## config.mk

```make
export PLATFORM = sky130hd
export DESIGN_NAME = cnn1d_exp_horner
export DESIGN_NICKNAME = d
export VERILOG_FILES = /design/src/rtl/cnn1d_exp_horner.sv
export SDC_FILE = /design/constraint.sdc
export NUM_CORES = 1
export LEC_CHECK = 0
export ABC_AREA = 1
export BUFFER_PORTS_ARGS = -buffer_cell sky130_fd_sc_hd__buf_2
export CORE_ASPECT_RATIO = 0.6
export CORE_UTILIZATION = 59
export DETAILED_ROUTE_END_ITERATION = 10
export PLACE_DENSITY = 0.79
export SLEW_MARGIN = 20
export SYNTH_ARGS = -nofsm -noshare
export SYNTH_HDL_FRONTEND = slang
export SYNTH_SLANG_ARGS = --single-unit
export TNS_END_PERCENT = 20
```

## constraint.sdc

```tcl
create_clock -name clk -period 16.3 [get_ports clk]
set_input_delay 0 -clock clk [delete_from_list [all_inputs] [get_ports clk]]
set_output_delay 0 -clock clk [all_outputs]
set_load 0.02 [all_outputs]
```

## src/rtl/cnn1d_exp_horner.sv

```systemverilog
// rtl/cnn1d_exp_horner.sv - Horner-rule Taylor exp(x) on one shared multiplier, saturating.
// Optional sat_flag output when CNN1D_EXP_SAT_FLAG_EN is defined.
module cnn1d_exp_horner #(
  parameter int DATA_WIDTH = 16,
  parameter int FRACTION   = 12,
  parameter int TERMS      = 6
) (
  input  logic                         clk,
  input  logic                         rst_n,
  input  logic                         in_valid,
  output logic                         in_ready,
  input  logic signed [DATA_WIDTH-1:0] x_in,
  output logic                         out_valid,
  input  logic                         out_ready,
  output logic signed [DATA_WIDTH-1:0] y_out
`ifdef CNN1D_EXP_SAT_FLAG_EN
  ,
  output logic                         sat_flag
`endif
);

  localparam int CW = $clog2(TERMS + 1);
  localparam int PW = 2 * DATA_WIDTH;
  localparam int RW = (TERMS + 1) * DATA_WIDTH;

  localparam logic signed [DATA_WIDTH-1:0] SMAX = {1'b0, {(DATA_WIDTH-1){1'b1}}};
  localparam logic signed [DATA_WIDTH-1:0] SMIN = {1'b1, {(DATA_WIDTH-1){1'b0}}};
  localparam logic signed [PW-1:0] PMAX = {{(DATA_WIDTH+1){1'b0}}, {(DATA_WIDTH-1){1'b1}}};
  localparam logic signed [PW-1:0] PMIN = {{(DATA_WIDTH+1){1'b1}}, {(DATA_WIDTH-1){1'b0}}};

  if (TERMS < 1 || TERMS > 10) begin : g_terms_check
    $error("cnn1d_exp_horner: TERMS must be in 1..10");
  end
  if (FRACTION > DATA_WIDTH - 2) begin : g_fraction_check
    $error("cnn1d_exp_horner: FRACTION must be <= DATA_WIDTH-2");
  end

  // c_k = floor(2^FRACTION / k!) packed LSB-first, k = 0..TERMS
  function automatic logic [RW-1:0] build_rom();
    logic [RW-1:0]   r;
    logic [63:0]     f;
    r = '0;
    f = 64'd1;
    for (int k = 0; k <= TERMS; k++) begin
      if (k > 0) f = f * 64'(k);
      r[k*DATA_WIDTH +: DATA_WIDTH] = DATA_WIDTH'((64'd1 << FRACTION) / f);
    end
    return r;
  endfunction

  localparam logic [RW-1:0] COEF_ROM = build_rom();
  localparam logic signed [DATA_WIDTH-1:0] C_TOP = COEF_ROM[TERMS*DATA_WIDTH +: DATA_WIDTH];

  typedef enum logic [1:0] {IDLE, CALC, DONE} state_t;

  state_t                         state;
  logic signed [DATA_WIDTH-1:0]   acc;
  logic signed [DATA_WIDTH-1:0]   x_reg;
  logic [CW-1:0]                  cnt;

  logic signed [DATA_WIDTH-1:0]   coef_sel;
  logic signed [PW-1:0]           prod;
  logic signed [PW-1:0]           prod_sh;
  logic signed [DATA_WIDTH-1:0]   mul_sat;
  logic                           mul_ovf;
  logic signed [DATA_WIDTH:0]     sum;
  logic signed [DATA_WIDTH-1:0]   add_sat;
  logic                           add_ovf;

  always_comb begin
    coef_sel = '0;
    for (int k = 0; k < TERMS; k++) begin
      if (cnt == CW'(k + 1)) coef_sel = COEF_ROM[k*DATA_WIDTH +: DATA_WIDTH];
    end
  end

  // multiply, floor-shift, clip; then add coefficient one bit wider and clip again
  always_comb begin
    prod    = acc * x_reg;
    prod_sh = prod >>> FRACTION;
    mul_ovf = 1'b0;
    mul_sat = prod_sh[DATA_WIDTH-1:0];
    if (prod_sh > PMAX) begin
      mul_sat = SMAX;
      mul_ovf = 1'b1;
    end else if (prod_sh < PMIN) begin
      mul_sat = SMIN;
      mul_ovf = 1'b1;
    end
    sum     = {mul_sat[DATA_WIDTH-1], mul_sat} + {coef_sel[DATA_WIDTH-1], coef_sel};
    add_ovf = sum[DATA_WIDTH] ^ sum[DATA_WIDTH-1];
    add_sat = sum[DATA_WIDTH-1:0];
    if (add_ovf) add_sat = sum[DATA_WIDTH] ? SMIN : SMAX;
  end

  always_ff @(posedge clk or negedge rst_n) begin
    if (!rst_n) begin
      state     <= IDLE;
      in_ready  <= 1'b1;
      out_valid <= 1'b0;
      y_out     <= '0;
      acc       <= '0;
      cnt       <= '0;
      x_reg     <= '0;
`ifdef CNN1D_EXP_SAT_FLAG_EN
      sat_flag  <= 1'b0;
`endif
    end else begin
      case (state)
        IDLE: begin
          if (in_valid) begin
            x_reg    <= x_in;
            acc      <= C_TOP;
            cnt      <= CW'(TERMS);
            in_ready <= 1'b0;
            state    <= CALC;
`ifdef CNN1D_EXP_SAT_FLAG_EN
            sat_flag <= 1'b0;
`endif
          end
        end
        CALC: begin
          acc <= add_sat;
          cnt <= cnt - 1'b1;
`ifdef CNN1D_EXP_SAT_FLAG_EN
          sat_flag <= sat_flag | mul_ovf | add_ovf;
`endif
          if (cnt == CW'(1)) begin
            y_out     <= add_sat;
            out_valid <= 1'b1;
            state     <= DONE;
          end
        end
        DONE: begin
          if (out_ready) begin
            out_valid <= 1'b0;
            in_ready  <= 1'b1;
            state     <= IDLE;
          end
        end
        default: begin
          state     <= IDLE;
          in_ready  <= 1'b1;
          out_valid <= 1'b0;
        end
      endcase
    end
  end

endmodule

```

==> results of run 1 <==
-- per-layer routing --
metal	vias up	GRT usage (%)	routed length, um
li1	5138	-	-
met3	62	6.66	4360
met2	623	49.6	15200
met4	0	7.07	739
met5	-	0	0
met1	5416	48.5	15400
-- metrics by stage --
stage	hold WS [ns]	setup slack [ns]	instances
global route	0.461	6.99	2135
detailed placement	0.184	7.62	2109
floorplan	-0.296	8.43	1827
global placement	0.170	7.91	2109
finish	0.381	7.55	2135
CTS	0.391	7.59	2135
-- cells by family after synthesis --
group	after synthesis	share of synthesized area (%)
buffers and inverters	584	16.3
adders and majority gates	353	46.8
and+or+nand+nor	736	22.1
xor gates and xnor gates	31	1.99
AOI/OAI and AO/OA	68	2.74
DFF	55	10.1
-- layout make-up --
class,instances,area share (%)
Clock inverter,2,0.271
Inverter,513,13.5
Clock buffer,6,0.901
Multi-Input combinational cell,1188,70.1
Tap cell,308,2.69
Timing Repair Buffer,63,2.97
Sequential cell,55,9.63
-- Yosys cell counts, drive strengths merged --
| cell type | n |
|---|---|
| nand4 | 5 |
| xor2 | 15 |
| or2 | 6 |
| a21oi | 34 |
| xnor2 | 16 |
| nand2 | 605 |
| nor3 | 6 |
| fa | 261 |
| nor4 | 1 |
| o21ai | 27 |
| nor2 | 69 |
| and2 | 2 |
| inv | 512 |
| a21o | 1 |
| and3 | 1 |
| dfrtp | 54 |
| o21bai | 5 |
| nand3b | 5 |
| ha | 92 |
| nand3 | 36 |
| buf | 7 |
| clkinv | 1 |
| clkbuf | 64 |
| a22oi | 1 |
| dfstp | 1 |
-- critical path, delay by kind of cell (launching register included) --
kind                       cells  cell delay, ns
and+or+nand+nor               17            2.02
adders and majority gates      9            4.26
buffers and inverters          8            0.82
AOI/OAI and AO/OA              4            0.76
DFF                            1            0.74
-- final timing paths --
path | slack, ns | from | depth (start not counted) | to
hold / removal | 0.38 | rst_n | 3 | x_reg[5]
max in group asynchronous | 15.43 | rst_n | 3 | state[1]
setup reg to reg | 7.55 | x_reg[1] | 38 | y_out[2]
min in group clk | 0.42 | in_valid | 4 | x_reg[5]
hold reg to reg | 0.48 | y_out[7] | 2 | y_out[7]
setup / recovery | 7.55 | x_reg[1] | 38 | y_out[2]
==> results.txt, run 1 <==
Most frequent cells in the layout = nand2_1, inv_1, fa_1
TritonCTS clock tree = yes
Register area = 1380 sq um
Final Cell Area = 14,300 sq um
DRT Pass-1 Iters = 6
Area of placed instances = 14,000 sq um
Unique masters post-synth = 41
H-tree levels = 2
CTS hold repair buffers = 18
Antenna cells = 0
Layout area overhead = 5.06%
Synthesis-stage register bit count = 55
Syn Nets = 2,200
Routed Wire Length = 35.7 mm
Ports = 38
Final Wtd Congestion = 0.944
Setup TNS = 0 ns
Row count = 42
Initial DRC Count = 1,041
DR DRC count = 0
Finish-stage setup viols = 0
Initial antenna violation count = 0
Core Box Area = 22,300 sq um
Element type at the critical path start = flip-flop
Number of setup buffers added after CTS = 0
First-pass GRT wire length = 59.7 mm
FILL cells = 1,918
Area of the multi-input gates = 10,000 sq um
Post-CTS sizing = 0
Crit. End Element = flip-flop
Vias = 11,200
Commonest non-fill, non-tap cell in the layout = nand2_1
Clk root buf = clkbuf_16
CP Class = flip-flop to flip-flop
CP dominant cell by count = nand2_1
Final hold violation count = 0
Vias/cell = 5.26
Actual slew at the worst max-slew pin = 0.988 ns
Leading post-synthesis cells by cell area = fa_1, nand2_1, inv_1, dfrtp_1, ha_1
GRT Util Overall = 32.7%
Layout cell share with drive strength beyond 1 = 5.15%
Final core occ = 64.1%
Clk buf depth = 2
IO buf count = 37
Crit share post-route = 53.7%
Detailed placement HPWL = 28.8 mm
Num CTS Buffers = 5
Crit Path Max Fanout = 16
Area leader, netlist = fa_1
Nets = 2,199
Fmax = 114 MHz
Die Span Y = 120 um
Clock-pin slew on the worst setup and hold paths = 0.08 ns
Sequential share of the synthesized area = 10.1%
Minimum clock period after layout = 8.75 ns
CP required = 16.49 ns
Pin count of the biggest net entering global routing = 56
Type of the worst min-delay path = input pin to asynchronous set/reset pin
Synth top area share = 38.4%
Crit-path max cell delay = 0.90 ns
Gr ovfl total = 0
Syn Area/Cell = 7.46 sq um
Wire length per cell = 16.7 um
Clock Skew = 0.0160 ns
MaxCap Viol Count = 0
Rel. slew slack = 34.1%
Die Area = 23,700 sq um
Fin. max-slew vios = 0
Vias in the first global route = 11,700
Clk sink count = 55
Run status = completed
Final ANT Viol Nets = 0
CP max-delay cell = fa_1
Gate Count Post-Synth = 1,827
Clock latency on the worst-skew pair = 0.30 ns
Initial core utilization = 61.0%
Width of the chip = 198 um
Critical Path AT = 8.94 ns
Netlist Area Pre-Place = 13,600 sq um
Unrepaired setup endpoints after global routing = false
Synth warnings = 0
Power of run 1 is not shown: default switching activity piles up to over one toggle a cycle in this logic, so the estimate is an artifact.
==> run 2: changes to the inputs <==
ABC_AREA = 0   (was 1)
PLACE_DENSITY = 0.82   (was 0.79)
clock period = 8 ns   (was 16.3 ns; I/O delays follow)
==> run 2 against run 1 <==
The run now ends with setup timing left. Worst hold slack got worse by 0.35 ns. Wire length up 30%. Non-clock buffer count up 298. Core utilization increased by 14 points. Sequential share of layout area decreased by 1.5 points. Final cell count shrank 1.9%. Register-to-register slack worse by 8.3 ns. Flip-flop and latch count unchanged. Synthesized cell count is 18% lower. Highest routed layer unchanged.
==> results.txt, run 2 <==
Row count = 42 (unchanged)
Top-count cell post-synth = inv_1
Vias/cell = 5.93 (+13%)
Clock-pin slew on the worst setup and hold paths = 0.10 ns (+0.02 ns)
Post-synth EDFFs = 0 (unchanged)
Netlist Area Pre-Place = 13,200 sq um (-2.7%)
Crit share post-route = 110% (+56 points)
Width of the chip = 195 um (-1.4%)
Clk buf depth = 2 (unchanged)
Synthesis-stage register bit count = 55 (unchanged)
Most frequent cells in the layout = inv_1, buf_4, fa_1
Final Wtd Congestion = 1.02 (+7.5%)
Actual slew at the worst max-slew pin = 0.927 ns (-0.0613 ns)
Gr ovfl total = 0 (unchanged)
Ports = 38 (unchanged)
Syn Area/Cell = 8.83 sq um (+18%)
H-tree levels = 2 (unchanged)
Clk sink count = 55 (unchanged)
Register area = 1400 sq um (+1.6%)
Routed Wire Length = 46.3 mm (+30%)
Final hold violation count = 0 (unchanged)
IO buf count = 37 (unchanged)
Detailed placement HPWL = 33.5 mm (+16%)
Element type at the critical path start = flip-flop
Rel. slew slack = 38.2% (+4.1 points)
DR DRC count = 0 (unchanged)
Leading post-synthesis cells by cell area = fa_1, dfrtp_1, inv_1, ha_1, nand2_1
Syn Nets = 1,874 (-15%)
Clk root buf = clkbuf_16
Predominant post-synthesis flop cell = dfrtp_1
MaxCap Viol Count = 0 (unchanged)
Gate Count Post-Synth = 1,501 (-18%)
Crit Path Max Fanout = 7 (-9)
CP Class = flip-flop to flip-flop
DRT Pass-1 Iters = 6 (unchanged)
Synth warnings = 0 (unchanged)
Num CTS Buffers = 5 (unchanged)
Layout area overhead = 30.2%
Final Cell Area = 17,200 sq um (+21%)
Pin count of the biggest net entering global routing = 49 (-13%)
Crit. End Element = flip-flop
Initial core utilization = 60.2% (-0.81 points)
Setup TNS = -21.40 ns (-21.40 ns)
Initial antenna violation count = 0 (unchanged)
Worst setup margin = -0.775 ns (-8.32 ns)
CP max-delay cell = or4_4
Final ANT Viol Nets = 0 (unchanged)
CP required = 8.17 ns (-8.32 ns)
Synth async-reset ratio = 100% (unchanged)
Layout cell share with drive strength beyond 1 = 29.5% (+24 points)
Type of the worst min-delay path = input pin to asynchronous set/reset pin
Clock Skew = 0.0186 ns (+0.00259 ns)
TritonCTS clock tree = yes
Sequential share of the synthesized area = 10.4% (+0.28 points)
Area of the multi-input gates = 11,200 sq um (+12%)
Initial DRC Count = 1,333 (+28%)
Finish-stage setup viols = 32 (+32)
Unrepaired setup endpoints after global routing = true
Commonest cells post-synth = inv_1, fa_1, nand2_1
Area leader, netlist = fa_1
Area of placed instances = 15,600 sq um (+12%)
Clock latency on the worst-skew pair = 0.34 ns (+0.04 ns)
Fmax = 114 MHz (-0.27%)
Fin. max-slew vios = 0 (unchanged)
Die Area = 23,100 sq um (-2.7%)
Unique masters post-synth = 73 (+78%)
Crit-path max cell delay = 0.61 ns (-0.29 ns)
FILL cells = 1,284 (-33%)
Antenna cells = 0 (unchanged)
Run status = finished with violations
First-pass GRT wire length = 71.5 mm (+20%)
GRT Util Overall = 40.7% (+8.0 points)
Minimum clock period after layout = 8.78 ns (+0.0235 ns)
Nets = 2,181 (-0.82%)
Synth top area share = 39.4% (+1.1 points)
Hold_ws = 0.0354 ns (-0.345 ns)
Failing checks = setup timing
Non-filler cells, final = 2,095 (-1.9%)
Die Span Y = 118 um (-1.3%)
Vias = 12,400 (+11%)
Commonest non-fill, non-tap cell in the layout = inv_1
Placed Instances = 2,000 (-5.2%)
Core Box Area = 22,000 sq um (-1.4%)
Vias in the first global route = 13,300 (+14%)
Critical Path AT = 8.95 ns (about the same)
Wire length per cell = 22.1 um (+32%)
CP dominant cell by count = fa_1
==> run 2: changes by cell type in the layout (fill, tap and decap cells not counted), sizes merged, moves of 17 or more <==
| cell | change |
|---|---|
| nand2 | -388 |
| and2 | +122 |
| o21ai | +42 |
| a21o | +22 |
| nor2 | -17 |
| inv | -195 |
| buf | +298 |
==> run 2: path summary, 6_finish.rpt <==
check                           slack (ns)   endpoint  cells past startpoint  startpoint
worst max register to register       -0.78  y_out[11]                     31      acc[5]
min in group clk                      0.07   in_ready                      4    in_valid
max in group asynchronous             6.90     acc[6]                      3       rst_n
worst max-delay path                 -0.78  y_out[11]                     31      acc[5]
worst min-delay path                  0.04  x_reg[14]                      2       rst_n
worst min register to register        0.48  y_out[15]                      2   y_out[15]
==> run 2: final cells by class <==
cell class | instances | share of cell area [%]
flip-flops and latches | 55 | 8.12
clock inverters | 3 | 0.196
well taps | 286 | 2.07
inverters | 317 | 6.93
multi-input cells | 1068 | 65.0
repair buffers | 361 | 17.0
clock buffers | 5 | 0.725
==> run 2: metrics by stage <==
stage / setup WS [ns] / utilization [%]
final: -0.775 / 78.3
after floorplan: -0.202 / -
after CTS: -0.444 / 75.8
after global placement: -0.970 / 70.8
after detailed placement: -1.17 / 70.8
after global routing: -0.949 / 78.3
==> run 2: critical path: cells and delay by family, from the launching register on <==
kind | cells | cell delay (ns)
mux | 2 | 0.44
buf+inv | 5 | 0.61
simple gates | 5 | 1.16
compound gates | 10 | 2.05
flops | 1 | 0.57
fa+ha+maj | 9 | 3.76
==> run 2: cell families (layout without fill, tap and decap cells) <==
logic type	after synthesis	after routing	synth area share, %
buffers and inverters	378	686	10.9
adders and majority gates	353	353	48.1
and+or+nand+nor	479	479	17.7
AOI/OAI and AO/OA	197	197	10.0
muxes	4	4	0.510
DFF	55	55	10.4
xor gates and xnor gates	35	35	2.31
==> run 2: what timing repair did <==
action / in CTS / in global routing
pin swaps: 47 / 44
gates cloned: 1 / 0
buffers inserted: 42 / 29
resized for setup: 99 / 98
endpoints found under the hold margin: 25 / 0
setup endpoints to repair: 32 / 32
hold buffers: 18 / 0
==> run 2: routing by layer <==
| metal | part of all wire (%) | GRT usage (%) | wire, um | up-vias |
|---|---|---|---|---|
| met5 | 0 | 0.218 | 0 | - |
| met3 | 12 | 10.2 | 5340 | 212 |
| met4 | 5.4 | 16.3 | 2510 | 0 |
| met1 | 38 | 54.4 | 17700 | 6174 |
| met2 | 45 | 63.9 | 20800 | 841 |
| li1 | - | - | - | 5206 |
Power of run 2 is left out for the same reason.
==> run 3: changes to the inputs <==
CELL_PAD_IN_SITES_DETAIL_PLACEMENT = 1   (was not set)
CELL_PAD_IN_SITES_GLOBAL_PLACEMENT = 2   (was not set)
CORE_UTILIZATION = 38   (was 59)
CTS_CLUSTER_SIZE = 40   (was not set)
PLACE_DENSITY = 0.83   (was 0.82)
==> run 3 against run 2 <==
Wire length fell by 0.51%. Final cell count up 9.0%. Non-clock buffer count increased by 15. Count of clock-buffer cells in the layout stayed put. First-iteration DRC count down 60%. Via count down 7.5%. The flow still finishes with violations (setup timing). Critical path depth is 2 higher.
==> results.txt, run 3 (synthesis gave the netlist of run 2 again) <==
Run status = finished with violations
Failing checks = setup timing
First-pass GRT wire length = 74.4 mm (+4.1%)
Initial core utilization = 38.9% (-21 points)
Detailed placement HPWL = 38.4 mm (+15%)
Wire length per cell = 20.2 um (-8.7%)
Minimum clock period after layout = 8.76 ns (-0.0160 ns)
Crit Path Max Fanout = 8 (+1)
Width of the chip = 243 um (+24%)
Crit. End Element = flip-flop
Critical Path AT = 8.98 ns (+0.03 ns)
Unrepaired setup endpoints after global routing = true
Ports = 38 (unchanged)
Pin count of the biggest net entering global routing = 56 (+14%)
Final ANT Viol Nets = 0 (unchanged)
Final Wtd Congestion = 0.925 (-8.9%)
Fin. max-slew vios = 0 (unchanged)
Actual slew at the worst max-slew pin = 1.02 ns (+0.0930 ns)
Core Box Area = 34,000 sq um (+55%)
Die Area = 35,600 sq um (+54%)
Fmax = 114 MHz (+0.18%)
Initial DRC Count = 529 (-60%)
Clock-pin slew on the worst setup and hold paths = 0.09 ns (about the same)
H-tree levels = 2 (unchanged)
IO buf count = 37 (unchanged)
Finish-stage setup viols = 32 (unchanged)
Register area = 1400 sq um (unchanged)
Vias in the first global route = 13,200 (-1.1%)
Crit path buf inv count = 7 (+2)
Worst setup margin = -0.759 ns (+0.0160 ns)
Top delay family on crit path = adder cells
Crit share post-route = 109% (-0.20 points)
CP Class = flip-flop to flip-flop
Nets = 2,196 (+0.69%)
Area of the multi-input gates = 11,200 sq um (-0.45%)
Clock Skew = 0.0144 ns (-0.00417 ns)
Vias/cell = 5.04 (-15%)
Layout cell share with drive strength beyond 1 = 29.2% (-0.35 points)
FILL cells = 3,928 (+210%)
Type of the worst min-delay path = input pin to flip-flop
Most frequent cells in the layout = inv_1, buf_4, fa_1
Final hold violation count = 0 (unchanged)
MaxCap Viol Count = 0 (unchanged)
Element type at the critical path start = flip-flop
Num CTS Buffers = 5 (unchanged)
Commonest non-fill, non-tap cell in the layout = inv_1
GRT Util Overall = 26.8% (-14 points)
DR DRC count = 0 (unchanged)
Layout area overhead = 32.1%
Die Span Y = 147 um (+24%)
Rel. slew slack = 31.8% (-6.4 points)
TritonCTS clock tree = yes
CP required = 8.22 ns (+0.05 ns)
Gr ovfl total = 0 (unchanged)
Setup TNS = -18.05 ns (+3.35 ns)
Clk sink count = 55 (unchanged)
Row count = 52 (+24%)
CP max-delay cell = fa_1
Antenna cells = 0 (unchanged)
Clock latency on the worst-skew pair = 0.33 ns (about the same)
DRT Pass-1 Iters = 5 (-1)
Crit-path max cell delay = 0.55 ns (-0.06 ns)
CP dominant cell by count = fa_1
Clk root buf = clkbuf_16
Clk buf depth = 2 (unchanged)
Worst slack at placement = -1.35 ns (-0.183 ns)
Initial antenna violation count = 2 (+2)
Routed Wire Length = 46.0 mm (-0.51%)
Vias = 11,500 (-7.5%)
-- run 3: cell count changes in the layout (fill, tap and decap cells not counted), moves of 5 or more --
cell	delta
buf_4	+23
and2_1	+6
fa_1	+5
fa_2	-5
and2_4	-6
buf_6	-8
-- run 3: tightest hold or removal path: stages --
cell and delay [ns]:
buf_2 0.11, nand2_1 0.09, o21ai_0 0.10
-- run 3: repair_timing --
action / CTS / global route
resized for setup: 88 / 78
hold buffers: 17 / 0
setup endpoints to repair: 32 / 32
pin swaps: 37 / 64
hold endpoints to repair: 70 / 0
setup buffers: 36 / 26
-- run 3: routing by layer --
metal  vias to the layer above  routed length (um)  track usage, %
met5                         -                  13               0
met4                         2                 503            3.99
met3                        38                1780            2.90
met2                       213               20400            41.3
met1                      6016               23300            41.2
li1                       5235                   -               -
-- run 3: stage by stage --
step | cells | hold WS (ns) | utilization [%] | instance area [sq um]
finish | 2283 | 0.0167 | 51.4 | 17500
global route | 2283 | 0.0263 | 51.4 | 17500
CTS | 2257 | 0.0144 | 49.9 | 17000
detailed placement | 2196 | 0.199 | 47.0 | 16000
global placement | 2196 | 0.197 | 47.0 | 16000
floorplan | 1501 | -0.296 | - | 13500
-- run 3: layout make-up --
type,count,area share (%)
sequential,55,8.00
clock inverter,3,0.193
inverter,317,6.80
timing repair buffer,376,17.3
tap,459,3.28
clock buffer,5,0.715
multi-input combinational,1068,63.7
-- run 3: path summary, 6_finish.rpt --
kind | start | cells past startpoint | end | slack (ns)
setup / recovery | acc[5] | 33 | acc[11] | -0.76
min in group asynchronous | rst_n | 3 | y_out[10] | 0.40
max in group asynchronous | rst_n | 3 | acc[10] | 7.00
hold reg to reg | y_out[4] | 2 | y_out[4] | 0.50
hold / removal | x_in[15] | 3 | x_reg[15] | 0.02
setup reg to reg | acc[5] | 33 | acc[11] | -0.76
Power of run 3 is left out for the same reason.
